==> config.mk <==
export PLATFORM = sky130hd
export DESIGN_NAME = fcore_alu_dispatcher
export DESIGN_NICKNAME = d
export VERILOG_FILES = /design/src/rtl/fcore_alu_dispatcher.sv
export SDC_FILE = /design/constraint.sdc
export NUM_CORES = 1
export LEC_CHECK = 0
export CORE_ASPECT_RATIO = 0.5
export CORE_MARGIN = 2
export CORE_UTILIZATION = 52
export CTS_BUF_LIST = sky130_fd_sc_hd__clkbuf_16
export DETAILED_ROUTE_END_ITERATION = 10
export MAX_ROUTING_LAYER = met4
export PLACE_DENSITY = 0.85
export SYNTH_ARGS = -nofsm -noshare
export SYNTH_HDL_FRONTEND = slang
export SYNTH_SLANG_ARGS = --single-unit
==> constraint.sdc <==
create_clock -name clock -period 8.45 [get_ports clock]
set_input_delay 1.69 -clock clock [delete_from_list [all_inputs] [get_ports clock]]
set_output_delay 1.69 -clock clock [all_outputs]
set_load 0.03 [all_outputs]
==> src/rtl/fcore_alu_dispatcher.sv <==
// fcore ALU dispatcher: a single issue port fans out to N_UNITS fixed-latency
// FP units, and their results merge onto one result stream. A writeback
// reservation scoreboard makes sure no two results reach the merge point in
// the same cycle. Each result is tagged with its destination, and lost,
// spurious and illegal operations raise sticky error flags.
module fcore_alu_dispatcher #(
    parameter int DATA_WIDTH  = 32,
    parameter int USER_WIDTH  = 16,
    parameter int N_UNITS     = 5,
    parameter int SUBOP_WIDTH = 2,
    parameter int MAX_LATENCY = 16,
    // unit i latency lives in slice [5*i +: 5]; unit 0 is the least significant slice
    parameter logic [5*N_UNITS-1:0] UNIT_LATENCY = {5'd14, 5'd2, 5'd6, 5'd6, 5'd8}
) (
    input  logic                          clock,
    input  logic                          reset,
    // operand A stream, user carries the destination tag
    input  logic [DATA_WIDTH-1:0]         operand_a_data,
    input  logic [USER_WIDTH-1:0]         operand_a_user,
    input  logic                          operand_a_valid,
    output logic                          operand_a_ready,
    // operand B stream
    input  logic [DATA_WIDTH-1:0]         operand_b_data,
    input  logic                          operand_b_valid,
    output logic                          operand_b_ready,
    // operation stream: {subop, unit_idx[2:0]}
    input  logic [3+SUBOP_WIDTH-1:0]      operation_data,
    input  logic                          operation_valid,
    output logic                          operation_ready,
    // merged result stream; ready is not honoured (the register file always accepts)
    output logic [DATA_WIDTH-1:0]         result_data,
    output logic [USER_WIDTH-1:0]         result_user,
    output logic                          result_valid,
    input  logic                          result_ready,
    // functional unit side
    output logic [N_UNITS-1:0]            unit_valid,
    output logic [DATA_WIDTH-1:0]         unit_a,
    output logic [DATA_WIDTH-1:0]         unit_b,
    output logic [SUBOP_WIDTH-1:0]        unit_subop,
    input  logic [N_UNITS*DATA_WIDTH-1:0] unit_res_data,
    input  logic [N_UNITS-1:0]            unit_res_valid,
    // status
    output logic [4:0]                    in_flight,
    output logic                          err_lost,
    output logic                          err_spurious,
    output logic                          err_bad_op,
    input  logic                          clear_errors
);

    localparam int SB_W = MAX_LATENCY + 2;
    localparam int OP_W = 3 + SUBOP_WIDTH;

    // scoreboard and tag pipe; both move one step toward index 0 every cycle
    logic [SB_W-1:0]       sb_reg, sb_next;
    logic [USER_WIDTH-1:0] tag_pipe_reg [SB_W];
    logic [USER_WIDTH-1:0] tag_pipe_next [SB_W];
    logic [2:0]            idx_pipe_reg [SB_W];
    logic [2:0]            idx_pipe_next [SB_W];

    logic [4:0]            in_flight_reg, in_flight_next;
    logic                  err_lost_reg, err_spurious_reg, err_bad_op_reg;

    // decode of the offered operation
    logic [2:0]             op_idx;
    logic [SUBOP_WIDTH-1:0] op_subop;
    logic                   op_idx_ok;
    logic [SB_W-1:0]        op_mask;
    logic [N_UNITS-1:0]     op_onehot;

    logic slot_free, in_ready, fire, issue, bad_fire;

    // capture side
    logic                  cap_active, cap_hit, cap_lost, cap_spurious;
    logic [2:0]            cap_idx;
    logic [N_UNITS-1:0]    cap_onehot;
    logic [DATA_WIDTH-1:0] cap_data;

    // writeback slot each unit reserves, expressed in the current (unshifted) frame
    logic [SB_W-1:0] unit_slot_mask [N_UNITS];

    genvar gi;
    generate
        for (gi = 0; gi < N_UNITS; gi++) begin : g_slot_mask
            assign unit_slot_mask[gi] = SB_W'(1) << (UNIT_LATENCY[5*gi +: 5] + 5'd1);
        end
    endgenerate

    // look up the target unit's reservation slot; unknown units reserve nothing
    always_comb begin
        op_idx    = operation_data[2:0];
        op_subop  = operation_data[OP_W-1:3];
        op_idx_ok = 1'b0;
        op_mask   = '0;
        op_onehot = '0;
        for (int i = 0; i < N_UNITS; i++) begin
            if (op_idx == 3'(i)) begin
                op_idx_ok    = 1'b1;
                op_mask      = unit_slot_mask[i];
                op_onehot[i] = 1'b1;
            end
        end
    end

    // a bad op has an empty mask, so it is always free and gets consumed
    assign slot_free       = ~|(sb_reg & op_mask);
    assign in_ready        = reset & slot_free;
    assign operand_a_ready = in_ready;
    assign operand_b_ready = in_ready;
    assign operation_ready = in_ready;

    assign fire     = operand_a_valid & operand_b_valid & operation_valid & in_ready;
    assign issue    = fire & op_idx_ok;
    assign bad_fire = fire & ~op_idx_ok;

    // match the reservation reaching slot 0 against the expected unit strobe
    always_comb begin
        cap_active = sb_reg[0];
        cap_idx    = idx_pipe_reg[0];
        cap_hit    = 1'b0;
        cap_onehot = '0;
        cap_data   = '0;
        for (int i = 0; i < N_UNITS; i++) begin
            if (cap_idx == 3'(i)) begin
                cap_onehot[i] = cap_active;
                cap_hit       = cap_active & unit_res_valid[i];
                cap_data      = unit_res_data[i*DATA_WIDTH +: DATA_WIDTH];
            end
        end
        cap_lost     = cap_active & ~cap_hit;
        cap_spurious = |(unit_res_valid & ~cap_onehot);
    end

    // reserve the new slot, then shift everything one step toward the writeback end
    assign sb_next = (sb_reg | (issue ? op_mask : '0)) >> 1;

    generate
        for (gi = 0; gi < SB_W - 1; gi++) begin : g_tag_shift
            assign tag_pipe_next[gi] = (issue && op_mask[gi+1]) ? operand_a_user : tag_pipe_reg[gi+1];
            assign idx_pipe_next[gi] = (issue && op_mask[gi+1]) ? op_idx         : idx_pipe_reg[gi+1];
        end
    endgenerate
    assign tag_pipe_next[SB_W-1] = '0;
    assign idx_pipe_next[SB_W-1] = '0;

    // issue and retire on the same cycle cancel out
    always_comb begin
        in_flight_next = in_flight_reg;
        case ({issue, sb_reg[0]})
            2'b10:   in_flight_next = in_flight_reg + 5'd1;
            2'b01:   in_flight_next = in_flight_reg - 5'd1;
            default: in_flight_next = in_flight_reg;
        endcase
    end

    // scoreboard, tag pipe and outstanding count
    always_ff @(posedge clock or negedge reset) begin
        if (!reset) begin
            sb_reg        <= '0;
            in_flight_reg <= '0;
            for (int k = 0; k < SB_W; k++) begin
                tag_pipe_reg[k] <= '0;
                idx_pipe_reg[k] <= '0;
            end
        end else begin
            sb_reg        <= sb_next;
            in_flight_reg <= in_flight_next;
            for (int k = 0; k < SB_W; k++) begin
                tag_pipe_reg[k] <= tag_pipe_next[k];
                idx_pipe_reg[k] <= idx_pipe_next[k];
            end
        end
    end

    // registered issue stage: one-cycle strobe, operand buses hold between issues
    always_ff @(posedge clock or negedge reset) begin
        if (!reset) begin
            unit_valid <= '0;
            unit_a     <= '0;
            unit_b     <= '0;
            unit_subop <= '0;
        end else begin
            unit_valid <= issue ? op_onehot : '0;
            if (issue) begin
                unit_a     <= operand_a_data;
                unit_b     <= operand_b_data;
                unit_subop <= op_subop;
            end
        end
    end

    // registered result merge; data and tag hold when no result is produced
    always_ff @(posedge clock or negedge reset) begin
        if (!reset) begin
            result_valid <= 1'b0;
            result_data  <= '0;
            result_user  <= '0;
        end else begin
            result_valid <= cap_hit;
            if (cap_hit) begin
                result_data <= cap_data;
                result_user <= tag_pipe_reg[0];
            end
        end
    end

    // sticky error flags; a new error beats a simultaneous clear
    always_ff @(posedge clock or negedge reset) begin
        if (!reset) begin
            err_lost_reg     <= 1'b0;
            err_spurious_reg <= 1'b0;
            err_bad_op_reg   <= 1'b0;
        end else begin
            err_lost_reg     <= cap_lost     | (err_lost_reg     & ~clear_errors);
            err_spurious_reg <= cap_spurious | (err_spurious_reg & ~clear_errors);
            err_bad_op_reg   <= bad_fire     | (err_bad_op_reg   & ~clear_errors);
        end
    end

    assign in_flight    = in_flight_reg;
    assign err_lost     = err_lost_reg;
    assign err_spurious = err_spurious_reg;
    assign err_bad_op   = err_bad_op_reg;

    // the result stream has no backpressure, so ready is intentionally unused
    logic unused_result_ready;
    assign unused_result_ready = result_ready;

endmodule
==> impl_metrics.ini <==
[power_and_ir_drop]
vdd.ir_drop.worst_mv = 0.152
power.leakage_nw = 9.44
power.density_nw_per_um2 = 250

[final_layout]
fin_cells = 1675
area_growth_pct = 36.6
drive_gt1_frac = 0.182
largest_register_ff_count = 240
diodes = 0
final_util = 0.723
stdcell_area_sq_um = 20100
nNetsFinal = 1529
nFillCells = 1673

[cts]
clk_latency_ps = 540
clk_path_buf_depth = 3
cts_tree = yes
numCtsBuffers = 35
cts.htree.levels = 2
cts_hold_buf = 0
clk_pin_slew_ps = 70
post_cts_buffers = 0
cts_resized = 0
clock_sinks = 427
cts_root_buf = clkbuf_16

[sta]
slew_headroom = 0.235
min_period_over_period = 0.729
rsz0062_at_grt = false
tightest_slew_ps = 1150
skew_ps = 36.2
finalSetupViolCount = 0
slew_viol_final = 0
finalHoldViolations = 0
fin_setup_tns_ps = 0
min_period_ps = 6160
fmax_mhz = 162

[yosys]
synthTopCellsByArea = dfrtp_1, mux2_2, mux2_1
synth_edf_count = 0
yosysTopAreaCell = dfrtp_1
syn_inst = 875
synthDistinctLibCells = 50
synth_top_area_frac = 0.727
synthArstFlopShare = 1.00
synth_area_per_cell_sq_um = 16.8
yosys_register_bits = 427
synthFlopType = dfrtp_1
ys_warn_count = 0
synth.cell_area_sq_um = 14700
yosysSeqAreaShare = 0.727

[setup_path]
path_max_fanout = 16
path_cells = clkdlybuf4s50_1 -> mux2i_1 -> o21ai_0 -> a21boi_0 -> clkdlybuf4s50_1
worst_path_max_delay_cell = clkdlybuf4s50_1
worstPathRequired_ps = 6760
critical_path_arrival_ps = 4470
critPathKind = in -> out
cpMostUsedCell = clkdlybuf4s50_1
startpoint_type = input pin
max_stage_delay_ps = 920
endpoint_kind = output port

[placement]
dp.cells = 1612
dpl.hpwl_um = 25700
placed_area_sq_um = 18900
routabilityCongestion = 0.950
numPortBuffers = 386

[global_routing]
grt_max_degree = 131
grt_pass1_vias = 9678
grt_overflow = 0
track_usage = 0.278
grt_pass1_wl_um = 59900
antenna_found_initial = 0

[route]
vias = 8992
via_per_inst = 5.37
drc = 0
wl_um = 39900
ant_nets = 0
drtPass1Iterations = 4
routedWlPerCell_um = 23.8
drtIter0Drc = 592

[floorplan]
die_y_um = 123
die_area_sq_um = 29700
core_sq_um = 27800
start_util = 0.529
die_w_um = 242
io_pins = 388
num_rows = 43

[run]
maxCapViolCount = 0

[worst_hold_path]
hp-class = reg -> reg

[status]
status = finished, final reports clean
-- logic make-up after synthesis --
kind of cell | after synthesis | share of synthesized area
AO/OA/AOI/OAI | 64 | 0.0383
XOR/XNOR | 4 | 0.00239
adder cells (fa/ha/maj) | 5 | 0.00477
buffers and inverters | 53 | 0.0199
flip-flops | 427 | 0.727
multiplexers | 230 | 0.173
other | 1 | 0.000255
AND/OR/NAND/NOR | 91 | 0.0336
-- cell usage after synthesis (8+ instances only) --
cell type,instances
nor2b_1,8
clkbuf_1,11
mux2i_1,35
mux2_1,34
inv_1,9
dfrtp_1,427
nor2_1,38
nand2_1,8
buf_2,14
mux2_2,161
buf_4,12
a221o_1,32
and2_1,18
-- metal layers --
| metal | global-route usage | up-vias | share of wire |
|---|---|---|---|
| met4 | 0.0760 | 0 | 0.027 |
| met1 | 0.355 | 4784 | 0.41 |
| met5 | - | - | 0 |
| met3 | 0.0579 | 84 | 0.052 |
| met2 | 0.460 | 312 | 0.51 |
| li1 | - | 3812 | - |
-- report_power, final --
| group | internal, W | switching (W) | total, W |
|---|---|---|---|
| Sequential | 0.00220 | 0.000108 | 0.00231 |
| Combinational | 0.000491 | 0.000545 | 0.00104 |
| Clock | 0.000920 | 0.000760 | 0.00168 |
| Total | 0.00361 | 0.00141 | 0.00503 |
-- final timing paths --
path	start	to	slack [ps]	depth (start not counted)
hold reg to reg	tag_pipe_reg[153]	tag_pipe_reg[169]	340	0
setup / recovery	operation_data[1]	operand_b_ready	2290	5
max in group asynchronous	reset	unit_b[8]	4530	3
min in group asynchronous	reset	tag_pipe_reg[169]	1220	1
hold / removal	tag_pipe_reg[153]	tag_pipe_reg[169]	340	0
setup reg to reg	sb_reg[7]	in_flight[4]	4630	10
-- through the flow --
stage / total power [W] / hold WS [ps] / setup WS [ps]
floorplan: 0.00282 / 331 / 3290
global placement: 0.00334 / 332 / 2710
CTS: 0.00505 / 345 / 2340
finish: 0.00503 / 344 / 2290
global route: 0.00521 / 353 / 2220
detailed placement: 0.00337 / 335 / 2560
-- placed cells by master, fill, tap and decap left out, types with 3 or more instances in the layout --
master	synthesis	layout
mux2i_1	35	35
nor3_1	4	3
ha_1	4	4
and2_1	18	18
mux2_1	34	34
nand2_1	8	8
a21oi_1	4	4
nor2_1	38	37
clkdlybuf4s50_1	0	385
clkinv_2	0	3
dfrtp_1	427	426
buf_4	12	12
bufinv_16	0	5
clkbuf_16	0	35
clkinv_1	0	7
a221o_1	32	32
o21ai_0	7	7
mux2_2	161	161
inv_1	9	16
nor2b_1	8	8
-- layout make-up --
class | instances | area, sq um | area share
multi-input combinational | 396 | 3750 | 0.187
clock buffer | 35 | 876 | 0.0436
inverter | 9 | 33.8 | 0.00168
clock inverter | 28 | 279 | 0.0139
tap | 382 | 478 | 0.0238
timing repair buffer | 398 | 3960 | 0.197
sequential | 427 | 10700 | 0.533
-- critical path: cells and delay by family --
kind                   cells  cell delay, ps
AO/OA/AOI/OAI              2             530
buffers and inverters      2            1690
multiplexers               1             540
No activity file was read; power rests on OpenSTA's default activity.
